## config.mk

```make
export PLATFORM = sky130hd
export DESIGN_NAME = score_board
export DESIGN_NICKNAME = d
export VERILOG_FILES = /design/src/rtl/score_board.sv
export SDC_FILE = /design/constraint.sdc
export NUM_CORES = 1
export LEC_CHECK = 0
export ABC_AREA = 1
export CORE_MARGIN = 3
export CORE_UTILIZATION = 53
export CTS_BUF_LIST = sky130_fd_sc_hd__clkbuf_2
export DETAILED_ROUTE_END_ITERATION = 10
export PLACE_DENSITY = 0.79
export SLEW_MARGIN = 15
export SYNTH_ARGS = -nofsm -noshare
export SYNTH_HDL_FRONTEND = slang
export SYNTH_SLANG_ARGS = --single-unit
export TNS_END_PERCENT = 20
```

## constraint.sdc

```tcl
create_clock -name clk -period 3.66 [get_ports clk]
set_clock_uncertainty 0.1 [all_clocks]
set_input_delay 1.098 -clock clk [delete_from_list [all_inputs] [get_ports clk]]
set_output_delay 1.098 -clock clk [all_outputs]
set_load 0.02 [all_outputs]
```

## src/rtl/score_board.sv

```systemverilog
// score_board
//   Run accumulator and inning tracker for the scoreboard display.
//   It accepts one-hot run pulses and adds them in BCD to the batting
//   team's score. It advances half-innings on side_out, and detects the
//   end of the game under nine-inning rules with extra innings.
//
// Parameters
//   MAX_SCORE    BCD saturation value for each team score
//   LAST_INNING  BCD regulation inning count (walk-off / end checks start here)
//
// Ports
//   clk            system clock
//   reset_n        asynchronous active-low reset
//   add_to_score   one-hot run pulse: bit0=+1 .. bit3=+4
//   side_out       one-cycle pulse, third out of the half-inning
//   new_game       synchronous clear to start-of-game state (highest priority)
//   score_visitor  BCD visitor score
//   score_home     BCD home score
//   inning         BCD current inning, 01-99
//   top_half       1 = visitor batting, 0 = home batting
//   game_over      high once the game has ended
//   bad_pulse      sticky flag, set on a non-one-hot add_to_score
module score_board #(
    parameter logic [7:0] MAX_SCORE   = 8'h99,
    parameter logic [7:0] LAST_INNING = 8'h09
) (
    input  logic       clk,
    input  logic       reset_n,
    input  logic [3:0] add_to_score,
    input  logic       side_out,
    input  logic       new_game,
    output logic [7:0] score_visitor,
    output logic [7:0] score_home,
    output logic [7:0] inning,
    output logic       top_half,
    output logic       game_over,
    output logic       bad_pulse
);

    typedef enum logic [1:0] {
        S_TOP    = 2'd0,
        S_BOTTOM = 2'd1,
        S_OVER   = 2'd2
    } state_t;

    state_t     state;
    logic [2:0] runs;
    logic       multi_hot;
    logic       late;
    logic [7:0] vis_next;
    logic [7:0] home_next;
    logic [7:0] inning_next;

    // Two-digit BCD add of a small value (0-7) with saturation at sat.
    // A carry out of the tens digit also saturates.
    function automatic logic [7:0] bcd_add(input logic [7:0] a,
                                           input logic [2:0] n,
                                           input logic [7:0] sat);
        logic [4:0] lo;
        logic [4:0] hi;
        logic [7:0] r;
        lo = {1'b0, a[3:0]} + {2'b00, n};
        hi = {1'b0, a[7:4]};
        if (lo > 5'd9) begin
            lo = lo - 5'd10;
            hi = hi + 5'd1;
        end
        if (hi > 5'd9) begin
            r = sat;
        end else begin
            r = {hi[3:0], lo[3:0]};
            if (r > sat) begin
                r = sat;
            end
        end
        return r;
    endfunction

    always_comb begin
        runs = 3'd0;
        case (add_to_score)
            4'b0001: runs = 3'd1;
            4'b0010: runs = 3'd2;
            4'b0100: runs = 3'd3;
            4'b1000: runs = 3'd4;
            default: runs = 3'd0;
        endcase
        multi_hot = (add_to_score != 4'b0000) && (runs == 3'd0);
        late      = (inning >= LAST_INNING);

        // Runs are credited before any side change in the same cycle, so the
        // side_out decisions below compare against these updated scores.
        vis_next  = score_visitor;
        home_next = score_home;
        if (runs != 3'd0) begin
            if (state == S_TOP) begin
                vis_next = bcd_add(score_visitor, runs, MAX_SCORE);
            end else if (state == S_BOTTOM) begin
                home_next = bcd_add(score_home, runs, MAX_SCORE);
            end
        end
        inning_next = bcd_add(inning, 3'd1, 8'h99);
    end

    always_ff @(posedge clk or negedge reset_n) begin
        if (!reset_n) begin
            state         <= S_TOP;
            score_visitor <= '0;
            score_home    <= '0;
            inning        <= 8'h01;
            top_half      <= 1'b1;
            game_over     <= 1'b0;
            bad_pulse     <= 1'b0;
        end else if (new_game) begin
            state         <= S_TOP;
            score_visitor <= '0;
            score_home    <= '0;
            inning        <= 8'h01;
            top_half      <= 1'b1;
            game_over     <= 1'b0;
            bad_pulse     <= 1'b0;
        end else begin
            case (state)
                S_TOP: begin
                    score_visitor <= vis_next;
                    bad_pulse     <= bad_pulse | multi_hot;
                    if (side_out) begin
                        // Home already ahead after the top of a late inning:
                        // the bottom half is not played.
                        if (late && (score_home > vis_next)) begin
                            state     <= S_OVER;
                            game_over <= 1'b1;
                        end else begin
                            state    <= S_BOTTOM;
                            top_half <= 1'b0;
                        end
                    end
                end
                S_BOTTOM: begin
                    score_home <= home_next;
                    bad_pulse  <= bad_pulse | multi_hot;
                    if (side_out) begin
                        if (late && (home_next != score_visitor)) begin
                            state     <= S_OVER;
                            game_over <= 1'b1;
                        end else begin
                            inning   <= inning_next;
                            state    <= S_TOP;
                            top_half <= 1'b1;
                        end
                    end else if ((runs != 3'd0) && late &&
                                 (home_next > score_visitor)) begin
                        // Walk-off: the game ends on the scoring update itself.
                        state     <= S_OVER;
                        game_over <= 1'b1;
                    end
                end
                S_OVER: begin
                end
                default: begin
                    state <= S_TOP;
                end
            endcase
        end
    end

endmodule

```

==> impl_metrics.csv, run 1 <==
group,metric,value,unit
outcome,status,"finished, violations left",
outcome,failed_checks,"negative setup slack",
setup_path,end_kind,"register",
grt,antenna_found_initial,0,
clocking,cts_tree,"done",
route,drt-initial-drc-count,263,
synth,yosysSeqAreaShare,23.4,%
final_layout,drive_above_1_share,39.5,%
sta,fin_crit,5.23,ns
die,initial_utilization,55.7,%
setup_path,path_max_fanout,4,
grt,grt_pass1_vias,3270,
place,dp_slack,-2.45,ns
setup_path,cp.required,3.83,ns
setup_path,reg2reg_from,"score_home[0]$_DFFE_PN0P_",
place,dp_hpwl,6.81,mm
synth,netlist_area,0.00311,mm^2
clocking,cts.sinks,29,
setup_path,r2r-end,"state[1]$_DFFE_PN0P_",
sta,period_share,143,%
grt,grt_pass1_wl,14.5,mm
route,route.detailed.drc,0,
synth,syn_nets,511,
setup_path,reg2reg_depth,26,
setup_path,path_class,"in2reg",
setup_path,worstSetupStartpointType,"primary input",
final_layout,antennaDiodeCount,0,
setup_path,crit_arrival,5.41,ns
clocking,clock_path_buffers,2,
sta,rsz0062_at_grt,"true",
route,wire_per_inst,16.2,um
sta,worst_slack,-1.57,ns
power_and_ir_drop,irDropWorstVdd,0.000289,V
flow_run,cap_violations,0,
clocking,worstSkewPairLatency,0.38,ns
sta,worst_pin_slew,0.697,ns
setup_path,crit_slowest_cell,"fa_2",
setup_path,ff2ff_setup_slack,-0.68,ns
clocking,postCtsHoldBufs,0,
clocking,numCtsBuffers,5,
place,dp_cells,644,
grt,grt_use_total,27.6,%
grt,grt_max_degree,30,
place,gp_congestion,0.949,
sta,hold_viol_final,0,
synth,ys_ff_latch,29,
route,vias,3774,
die,coreArea,0.00557,mm^2
sta,tns,-20.55,ns
synth,synth_area_per_cell,6.66,um^2
final_layout,area_growth,53.5,%
route,first_pass_iters,5,
die,num_io_pins,35,
die,die_h,82.5,um
final_layout,final_util,85.5,%
min_path,holdCritPathClass,"reg2reg",
setup_path,critical_path.max_stage_delay,0.56,ns
setup_path,crit_end,"state[1]$_DFFE_PN0P_",
place,portBuffers,34,
final_layout,layoutNonFillerInstCount,675,
clocking,cts_root_buf,"clkbuf_2",
sta,max_slew_margin,53.4,%
power_and_ir_drop,power.leakage,2.45,nW
synth,synth_cell_types,37,
power_and_ir_drop,powerDensity,271,mW/mm^2
sta,slew_viol_final,0,
synth,yosysWarnings,0,
sta,max_freq,0.191,GHz
clocking,cts.htree.levels,2,
grt,overflow,0,
synth,synth_cells,466,
clocking,clk_pin_slew_worst_paths,0.19,ns
synth,synth_top_area_share,21.8,%
synth,synthTopCellsByArea,"dfrtp_1, ha_1, nand2_1",
route,routed_wirelength,11.0,mm
route,via_per_inst,5.59,
die,die-area,0.00681,mm^2
die,die_w,82.5,um
final_layout,nets,647,
synth,synth_top_cell_by_area,"dfrtp_1",
power_and_ir_drop,power,1.29,mW
setup_path,cp-startpoint,"add_to_score[1]",
route,ant_nets,0,
sta,setup_viol,26,
die,rows,27,
area by class of cell:
type	count	area, um^2
multi-input cells	351	2470
clock buffers	5	25.0
fillers	313	808
clock inverters	3	22.5
inverters	84	325
well taps	72	90.1
repair buffers	131	1100
flip-flops and latches	29	728
cells in the final DEF (no fill, tap or decap), types with 3 or more instances in the layout:
cell type / n
buf_4: 93
nand2_1: 92
inv_1: 61
nor2_1: 38
nand3_1: 37
clkdlybuf4s50_1: 30
ha_1: 27
dfrtp_1: 27
nand2_2: 24
inv_2: 19
a21oi_1: 15
nand3_2: 15
nor2_2: 12
o21ai_2: 10
nand4_1: 10
nand2_4: 9
xor2_1: 6
ha_4: 6
nand3b_1: 5
a21oi_2: 5
o21ai_0: 5
clkbuf_2: 5
nor2_4: 4
inv_4: 4
o21ai_1: 4
buf_6: 4
xnor2_1: 3
nand3_4: 3
clkinvlp_4: 3
report_power, final:
part	internal (mW)	switching [mW]
Combinational	0.313	0.405
Sequential	0.356	0.0390
Clock	0.0460	0.131
Total	0.715	0.575
synthesized netlist by cell type:
cell type and instances:
nand2_1 109, inv_1 78, nand3_1 52, nor2_1 49, ha_1 35, dfrtp_1 27, a21oi_1 21, o21ai_0 12
nand2_2 11, nand4_1 10, o21ai_1 7, inv_2 6, xor2_1 6, nand3b_1 5, nand2_4 4, nor2_2 4
xnor2_1 3, clkbuf_1 2, dfstp_2 2, fa_1 2, nand3_2 2, nor3_1 2, o211ai_1 2, o21a_1 2
a21boi_1 1, a21oi_2 1, buf_6 1, nand3_4 1, nand4_2 1, nor2_4 1, nor4_1 1, nor4_2 1
o211ai_4 1, o22ai_1 1, o31ai_1 1, or2_2 1, xnor2_2 1
through the flow:
step / instance area (um^2) / hold slack, ns
finish: 4770 / 0.411
global route: 4770 / 0.436
CTS: 4380 / 0.402
detailed placement: 4120 / 0.370
global placement: 4120 / 0.361
floorplan: 3130 / 0.345
cells by family (layout without fill, tap and decap cells):
family | count (synthesis) | in the layout | share of synthesized area (%)
AO/OA/AOI/OAI | 49 | 49 | 9.07
XOR/XNOR | 10 | 10 | 3.06
adder cells (fa/ha/maj) | 37 | 37 | 15.4
buffers and inverters | 87 | 223 | 10.8
flip-flops | 29 | 29 | 23.4
AND/OR/NAND/NOR | 254 | 255 | 38.3
worst max-delay path, delay by kind of cell:
kind / cells / cell delay, ns
simple gates: 19 / 2.40
fa+ha+maj: 3 / 0.99
compound gates: 4 / 0.54
buf+inv: 4 / 0.40
layer usage:
| layer | share of wire, % | up-vias | track usage [%] |
|---|---|---|---|
| li1 | - | 1782 | - |
| met1 | 39 | 1748 | 34.7 |
| met2 | 51 | 180 | 50.7 |
| met3 | 5.3 | 64 | 3.25 |
| met4 | 4.7 | 0 | 5.07 |
| met5 | 0 | - | 0 |
sequential cells by signal, summed over array words and instances, names as in the netlist:
| name | cells |
|---|---|
| game_over | 1 |
| score_home | 8 |
| inning | 8 |
| bad_pulse | 1 |
| score_visitor | 8 |
| state | 2 |
| top_half | 1 |
worst min path at each step:
stage	start	end	slack (ns)	cells past startpoint
after floorplan	state[0]$_DFFE_PN0P_	state[1]$_DFFE_PN0P_	0.34	1
after global placement	state[0]$_DFFE_PN0P_	state[1]$_DFFE_PN0P_	0.36	1
after detailed placement	game_over$_DFFE_PN0P_	game_over$_DFFE_PN0P_	0.37	2
after CTS	state[0]$_DFFE_PN0P_	state[1]$_DFFE_PN0P_	0.40	1
after global routing	state[0]$_DFFE_PN0P_	state[1]$_DFFE_PN0P_	0.44	1
final	state[0]$_DFFE_PN0P_	state[1]$_DFFE_PN0P_	0.41	1
timing repair:
action,in CTS,in global routing
endpoints found under the setup margin,28,27
buffers inserted,12,10
pin swaps,35,42
hold endpoints to repair,0,0
gates cloned,1,0
gates resized for setup,53,88
No activity file was read; power rests on OpenSTA's default activity.
==> run 2: changes to the inputs <==
- SLEW_MARGIN: 15 -> 10
==> results of run 2 <==
Final layout, timing and power as in run 1 (identical DEF).
